$ cat src/rtl/uart_tx_fifo.sv
// Buffered UART transmitter: byte FIFO feeding an 8N1 serialiser (8E1 when UART_TX_PARITY_EN is defined).
// Latency: a byte accepted into an empty FIFO while idle drops tx on the following edge; frames run back-to-back.
// Backpressure: uartWriteReady deasserts when the FIFO is full; a request while not ready is dropped and sets sticky overflow.
module uart_tx_fifo #(
    parameter int CLKS_PER_BIT = 868,
    parameter int FIFO_DEPTH   = 8
) (
    input  logic       clk,
    input  logic       reset,
    input  logic       uartWriteReq,
    input  logic [7:0] uartWriteData,
    output logic       uartWriteReady,
    output logic       tx,
    output logic       busy,
    output logic       overflow
);

    localparam int AW = $clog2(FIFO_DEPTH);
    localparam logic [15:0] BAUD_LAST = 16'(CLKS_PER_BIT - 1);
    localparam logic [AW:0] COUNT_FULL = (AW + 1)'(FIFO_DEPTH);

`ifdef UART_TX_PARITY_EN
    typedef enum logic [2:0] {IDLE, START, DATA, PARITY, STOP} state_t;
`else
    typedef enum logic [1:0] {IDLE, START, DATA, STOP} state_t;
`endif

    logic [7:0]    mem [FIFO_DEPTH];
    logic [AW-1:0] wr_ptr, rd_ptr;
    logic [AW:0]   count, count_d;
    logic          push, pop;

    state_t        state, state_d;
    logic [15:0]   baud_cnt, baud_d;
    logic [2:0]    bit_cnt, bit_d;
    logic [7:0]    data_q, data_d;
    logic          tx_d;
    logic          baud_end, fifo_nonempty;

    assign uartWriteReady = (count != COUNT_FULL);
    assign push           = uartWriteReq && uartWriteReady;
    assign fifo_nonempty  = (count != '0);
    assign baud_end       = (baud_cnt == BAUD_LAST);

    always_comb begin
        count_d = count;
        case ({push, pop})
            2'b10:   count_d = count + 1'b1;
            2'b01:   count_d = count - 1'b1;
            default: count_d = count;
        endcase
    end

    // The FSM only ever sees the registered count, so a byte pushed into an empty FIFO pops one edge later.
    always_comb begin
        state_d = state;
        baud_d  = baud_cnt;
        bit_d   = bit_cnt;
        data_d  = data_q;
        tx_d    = tx;
        pop     = 1'b0;
        case (state)
            IDLE: begin
                tx_d = 1'b1;
                if (fifo_nonempty) begin
                    pop     = 1'b1;
                    data_d  = mem[rd_ptr];
                    tx_d    = 1'b0;
                    baud_d  = '0;
                    state_d = START;
                end
            end
            START: begin
                if (baud_end) begin
                    baud_d  = '0;
                    bit_d   = '0;
                    tx_d    = data_q[0];
                    state_d = DATA;
                end else begin
                    baud_d = baud_cnt + 16'd1;
                end
            end
            DATA: begin
                if (baud_end) begin
                    baud_d = '0;
                    if (bit_cnt == 3'd7) begin
`ifdef UART_TX_PARITY_EN
                        tx_d    = ^data_q;
                        state_d = PARITY;
`else
                        tx_d    = 1'b1;
                        state_d = STOP;
`endif
                    end else begin
                        bit_d = bit_cnt + 3'd1;
                        tx_d  = data_q[bit_cnt + 3'd1];
                    end
                end else begin
                    baud_d = baud_cnt + 16'd1;
                end
            end
`ifdef UART_TX_PARITY_EN
            PARITY: begin
                if (baud_end) begin
                    baud_d  = '0;
                    tx_d    = 1'b1;
                    state_d = STOP;
                end else begin
                    baud_d = baud_cnt + 16'd1;
                end
            end
`endif
            STOP: begin
                if (baud_end) begin
                    baud_d = '0;
                    if (fifo_nonempty) begin
                        pop     = 1'b1;
                        data_d  = mem[rd_ptr];
                        tx_d    = 1'b0;
                        state_d = START;
                    end else begin
                        state_d = IDLE;
                    end
                end else begin
                    baud_d = baud_cnt + 16'd1;
                end
            end
            default: begin
                tx_d    = 1'b1;
                baud_d  = '0;
                state_d = IDLE;
            end
        endcase
    end

    always_ff @(posedge clk) begin
        if (push) mem[wr_ptr] <= uartWriteData;
    end

    always_ff @(posedge clk or negedge reset) begin
        if (!reset) begin
            wr_ptr   <= '0;
            rd_ptr   <= '0;
            count    <= '0;
            overflow <= 1'b0;
            state    <= IDLE;
            baud_cnt <= '0;
            bit_cnt  <= '0;
            data_q   <= '0;
            tx       <= 1'b1;
            busy     <= 1'b0;
        end else begin
            if (push) wr_ptr <= wr_ptr + 1'b1;
            if (pop)  rd_ptr <= rd_ptr + 1'b1;
            count    <= count_d;
            if (uartWriteReq && !uartWriteReady) overflow <= 1'b1;
            state    <= state_d;
            baud_cnt <= baud_d;
            bit_cnt  <= bit_d;
            data_q   <= data_d;
            tx       <= tx_d;
            busy     <= (state_d != IDLE) || (count_d != '0);
        end
    end

endmodule

$ cat config.mk
export PLATFORM = sky130hd
export DESIGN_NAME = uart_tx_fifo
export DESIGN_NICKNAME = d
export VERILOG_FILES = /design/src/rtl/uart_tx_fifo.sv
export SDC_FILE = /design/constraint.sdc
export NUM_CORES = 1
export LEC_CHECK = 0
export BUFFER_PORTS_ARGS = -buffer_cell sky130_fd_sc_hd__buf_2
export CORE_AREA = 3 3 149 79
export CTS_CLUSTER_SIZE = 8
export DETAILED_ROUTE_END_ITERATION = 10
export DIE_AREA = 0 0 152 82
export PLACE_DENSITY = 0.7
export SKIP_CTS_REPAIR_TIMING = 1
export SLEW_MARGIN = 30
export SYNTH_ARGS = -nofsm -noshare
export SYNTH_HDL_FRONTEND = slang
export SYNTH_SLANG_ARGS = --single-unit
$ cat constraint.sdc
create_clock -name clk -period 5.1 [get_ports clk]
set_input_delay 1.53 -clock clk [delete_from_list [all_inputs] [get_ports clk]]
set_output_delay 1.53 -clock clk [all_outputs]
set_load 0.02 [all_outputs]
* Word-level counts from Yosys, hierarchy flattened
Memories as Yosys holds them, arrays and structs flattened.
Index checks and enable logic that the tools add are counted.
** Storage, ports and cells
- Register bits after elaboration :: 42
- Output and inout port bits :: 4
- Bits in latches :: 0
- Logic and storage cells :: 78
- Bits in read-only memories :: 0
- Input port bits :: 11
- Memories kept :: 1
- Memory bits (writable) :: 64
** Memory list
- mem :: depth 8, bits a word 8, rd ports 1, clocked after Yosys merged registers in 0, wr ports 1, line 28 : logic [7:0] mem [FIFO_DEPTH];
** Cells by class
- Shift operators :: 0
- Equal/unequal tests :: 14
- Div/mod/pow operators :: 0
- Order comparisons :: 1
- Add/sub/neg operators :: 6
- Bitwise logic cells :: 0
- $mul :: 0
- Reduce and logical (&&, ||, !) cells :: 14
- Muxes and demuxes :: 32
** Operators by type and width (count)
- 16-bit 2-to-1 mux :: 2
- 16-bit case mux with 2 select lines :: 1
- 16-bit by 1-bit adder with 16-bit output (second input constant) :: 1
- 16-bit by 10-bit equality test with 1-bit output (second input constant) :: 1
- 8-bit 2-to-1 mux :: 2
- 8-bit case mux with 2 select lines :: 1
- 1-bit 2-to-1 mux :: 12
- 2-bit inequality test (second input constant) :: 6
- 2-bit 2-to-1 mux :: 5
- 3-bit by 1-bit adder with 3-bit output (second input constant) :: 3
- 3-bit 2-to-1 mux :: 3
- 2-bit case mux with 4 select lines :: 1
- 4-bit case mux with 2 select lines :: 1
- 4-bit AND reduction :: 2
- 4-bit nonzero test :: 2
- 2-bit equality test (second input constant) :: 3
- 3-bit case mux with 2 select lines :: 1
- 2-bit nonzero test :: 3
- 4-bit by 1-bit adder with 4-bit output (second input constant) :: 1
- 2-bit by 1-bit equality test with 1-bit output (second input constant) :: 2
- 3-bit by 4-bit < comparator with 1-bit output (second input constant) :: 1
- 4-bit inequality test (second input constant) :: 1
- 1-bit case mux with 4 select lines :: 1
- 4-bit by 1-bit subtractor with 4-bit output (second input constant) :: 1
- other kinds (9) :: 10

* Logic depth before layout (Yosys ltp)
- Depth in word-level cells :: 8
- Depth in mapped cells :: 12
- Mapped depth without buffers :: 12

* Worst setup path before layout
No wires, ideal clock.
- Path type :: in2reg
- From :: in uartWriteReq
- To :: reg busy
- Data required time :: 4.969 ns
- Buffers on the path :: 0
- Setup time :: 0.131 ns
- Arrival time :: 3.596 ns
- Stages on the path :: 7
- Setup slack :: 1.373 ns
- Cells stage by stage :: a2111oi_1 -> nand2_1 -> xnor2_1 -> ha_1 -> mux2_2 -> or4_1 -> or3_1
** On the way
- Cells in the longest elaborated chain, start to end :: 5
- Elaborated cells between the ends (all ways) :: 6
- Classes of those cells :: eq/ne (2); mux (1); reduce/logical (3)
** RTL lines
- from (decl) :: line 10 : input logic uartWriteReq,
- 1-bit logical AND * :: line 41 : assign push = uartWriteReq && uartWriteReady;
- 2-bit by 1-bit equality test with 1-bit output or 2-bit equality test (tied branches) :: line 47 : case ({push, pop})
- 4-bit case mux with 2 select lines * :: line 47
- net count_d[1] :: line 30 : logic [AW:0] count, count_d;
- 4-bit nonzero test * :: line 162 : busy <= (state_d != IDLE) || (count_d != '0);
- 1-bit logical OR * :: line 162
- to (signal assigned) :: line 162
- to (decl) :: line 14 : output logic busy,
Mark *: on every way through the listed nets, which the timed path passes. The rest lies on a longest branch.
A chain may end at the register's enable or synchronous reset.

* Final worst setup path
- From :: reg baud_cnt[0]
- To :: reg busy
** On the way
- Cells in the longest elaborated chain, start to end :: 7
- Elaborated cells between the ends (all ways) :: 13
- Classes of those cells :: eq/ne (3); mux (7); reduce/logical (3)
** RTL lines
- from (decl) :: line 34 : logic [15:0] baud_cnt, baud_d;
- from (signal assigned) :: line 158 : baud_cnt <= baud_d;
- 16-bit by 10-bit equality test with 1-bit output * :: line 43 : assign baud_end = (baud_cnt == BAUD_LAST);
- 1-bit 2-to-1 mux * :: line 114 : if (baud_end) begin
- 1-bit case mux with 2 select lines * :: line 62 : case (state)
- 2-bit by 1-bit equality test with 1-bit output or 2-bit equality test (tied branches) :: line 47
- 4-bit case mux with 2 select lines * :: line 47
- net count_d[1] :: line 30
- 4-bit nonzero test * :: line 162
- 1-bit logical OR * :: line 162
Marked as above.

==> flow_summary_export.csv <==
group,metric,value,unit
grt,overflow,0,
grt,grt_first_pass_wirelength,15600,um
detailed_routing,remaining_drc_errors,0,
floorplanning,fp.dieW,152,um
floorplanning,dieArea,0.0125,sq mm
yosys,synth-seq-cells,106,
pwr,irDropWorstVdd,373,uV
clocking,root_buffer,"clkbuf_16",
pwr,total_leakage_power,1.92,nW
sta,finalSetupTns,0,ns
worst_setup_path,cp-end-kind,"register",
yosys,synth_area_leaders,"edfxtp_1 (41%), dfrtp_1 (22%), mux4_2 (8.6%), o21ai_0 (4.0%), ha_1 (3.2%)",
floorplanning,die_h,82,um
layout,finalNonFillerCells,499,
grt,grt_pass1_vias,2852,
sta,finClkSkew,0.0110,ns
sta,rsz0062_at_grt,"no",
clocking,insertion_delay,0.34,ns
layout,fillers,918,
yosys,synthFlopType,"edfxtp_1",
sta,drv_slew,0,
detailed_routing,wl_per_cell,19.1,um
sta,period_needed,3.94,ns
worst_setup_path,cp_max_fo,5,
yosys,synth.yosys.seq_area_share,63.0,%
yosys,synth_edf_count,64,
layout,final_area,0.00529,sq mm
clocking,cts_max_level,3,
detailed_routing,antenna_left,0,
detailed_routing,first_iter_violations,243,
yosys,syn_area_per_cell,14.2,sq um
grt,antenna_found_initial,0,
clocking,cts.clk_slew.worst_paths,0.07,ns
sta,finalHoldViolations,0,
layout,area_growth,12.1,%
layout,antenna_cells,0,
detailed_routing,first_pass_iters,4,
placement,portBuffers,14,
hold_path,hold_class,"reg2reg",
yosys,synth_top_area_cell,"edfxtp_1",
yosys,synth_area,0.00472,sq mm
grt,grt_max_degree,43,
flow_run,drv_cap,0,
placement,postPlaceCellArea,0.00498,sq mm
detailed_routing,viasPerCell,5.71,
sta,holdWs,0.476,ns
outcome,status,"finished, final reports clean",
floorplanning,core,0.0107,sq mm
placement,dp_hpwl,6640,um
pwr,pwr_density_cell,528,mW/mm^2
clocking,max-clock-path-buffers,2,
floorplanning,io_pins,15,
placement,dp_cells,483,
sta,worst_slew_pin_slew,0.936,ns
worst_setup_path,critical_path_class,"reg2reg",
sta,layout_worst_path_cycle_share,77.2,%
layout,nNetsFinal,372,
yosys,async_flop_share,39.6,%
sta,fmax,254,MHz
yosys,synth.distinct_cells,46,
clocking,cts_tree,"done",
worst_setup_path,cp.arrival,4.15,ns
yosys,yosysTopAreaCellShare,40.7,%
sta,report.final.setup_viol,0,
detailed_routing,wirelength,9520,um
worst_setup_path,worstSetupStartpointType,"register",
worst_setup_path,required,5.32,ns
floorplanning,rows,27,
yosys,postSynthCellCount,333,
grt,grt.total_usage,16.5,%
detailed_routing,via_count,2847,
floorplanning,start_util,44.2,%
yosys,synth_nets,356,
sta,slew_headroom,37.4,%
layout,layout-drive-gt1-share,20.1,%
clocking,cts_buffers,9,
placement,place.gp.congestion,0.831,
yosys,ys.warnings.count,0,
clocking,clock_sinks,106,
-- flip-flops by register name (all words and copies together) (netlist names) --
name and cells:
baud_cnt 16, bit_cnt 3, busy 1, count 4, data_q 8, mem 64
overflow 1, rd_ptr 3, state 2, tx 1, wr_ptr 3
-- final cells by class --
type	count	area, sq um	area share [%]
Inverter	6	22.5	0.426
Clock inverter	6	72.6	1.37
Timing Repair Buffer	17	95.1	1.80
Tap cell	145	181	3.43
Sequential cell	106	2980	56.3
Clock buffer	10	229	4.33
Multi-Input combinational cell	209	1710	32.4
-- path summary, 6_finish.rpt --
kind                             endpoint  slack, ns  cells past startpoint        start
worst max-delay path                 busy       1.16                      9  baud_cnt[0]
worst min-delay path            data_q[4]       0.48                      2    data_q[4]
worst max register to register       busy       1.16                      9  baud_cnt[0]
worst min register to register  data_q[4]       0.48                      2    data_q[4]
max in group asynchronous       rd_ptr[0]       3.51                      1        reset
min in group asynchronous       data_q[2]       1.17                      1        reset
-- layer usage --
metal | routed length (um) | global-route usage [%]
met1 | 4720 | 25.2
met2 | 4050 | 23.2
met3 | 661 | 4.21
met4 | 91 | 4.75
met5 | 0 | 0
-- worst max-delay path: stages, from the launching register on --
cell	delay, ns
dfrtp_1	0.39
ha_1	0.23
or4b_4	0.51
nor4_2	0.58
a21oi_1	0.16
nor3_1	0.44
ha_1	0.40
mux2_2	0.31
or4_1	0.48
or3_1	0.32
-- cell usage in the layout (no fill, tap or decap), types with 2 or more instances in the layout --
master	n
edfxtp_1	64
dfrtp_1	40
o21ai_0	38
nand2_1	33
mux4_2	18
buf_2	13
ha_1	12
a21oi_1	9
nor2_1	9
mux2i_1	9
clkbuf_16	9
xnor2_1	7
nand3_1	7
inv_1	6
mux2_2	6
a22o_1	6
nand4_1	4
or4_1	4
nand2b_1	4
nor3_1	4
buf_4	4
o31ai_1	3
and3_1	3
inv_6	3
nor4_2	2
nor2_2	2
a21o_1	2
xor2_1	2
nor4_1	2
nor3_2	2
or3_1	2
a31oi_1	2
-- power by group --
part | internal (mW) | switching [mW] | total, mW
Combinational | 0.388 | 0.395 | 0.784
Sequential | 1.10 | 0.214 | 1.31
Clock | 0.387 | 0.310 | 0.697
Total | 1.87 | 0.920 | 2.79
-- synthesized netlist by cell type, types with 3 or more instances --
cell,count
nand2_1,33
o21ai_0,38
nand3_1,7
buf_1,3
a22o_1,6
nor2_1,10
xnor2_1,7
mux2i_1,9
o31ai_1,3
nor3_1,6
edfxtp_1,64
a21oi_1,9
clkbuf_1,7
nand4_1,4
or4_1,4
nand2b_1,4
mux4_2,18
and3_1,3
dfrtp_1,41
ha_1,12
nor4_1,5
inv_1,6
mux2_2,6
-- cell families after synthesis --
kind of cell	share of synthesized area, %
AO/OA/AOI/OAI	9.23
buffers and inverters	1.67
adder cells (fa/ha/maj)	3.18
flip-flops	63.0
AND/OR/NAND/NOR	9.28
XOR/XNOR	1.67
multiplexers	11.9
-- through the flow --
stage	setup WS (ns)	power, mW	utilization [%]
6_report	1.16	2.79	49.5
5_1_grt	0.864	2.97	49.5
4_1_cts	0.947	2.82	49.4
3_5_place_dp	1.02	2.12	46.6
3_3_place_gp	1.17	2.06	46.5
2_1_floorplan	1.37	1.86	-
No activity file was read; power rests on OpenSTA's default activity.
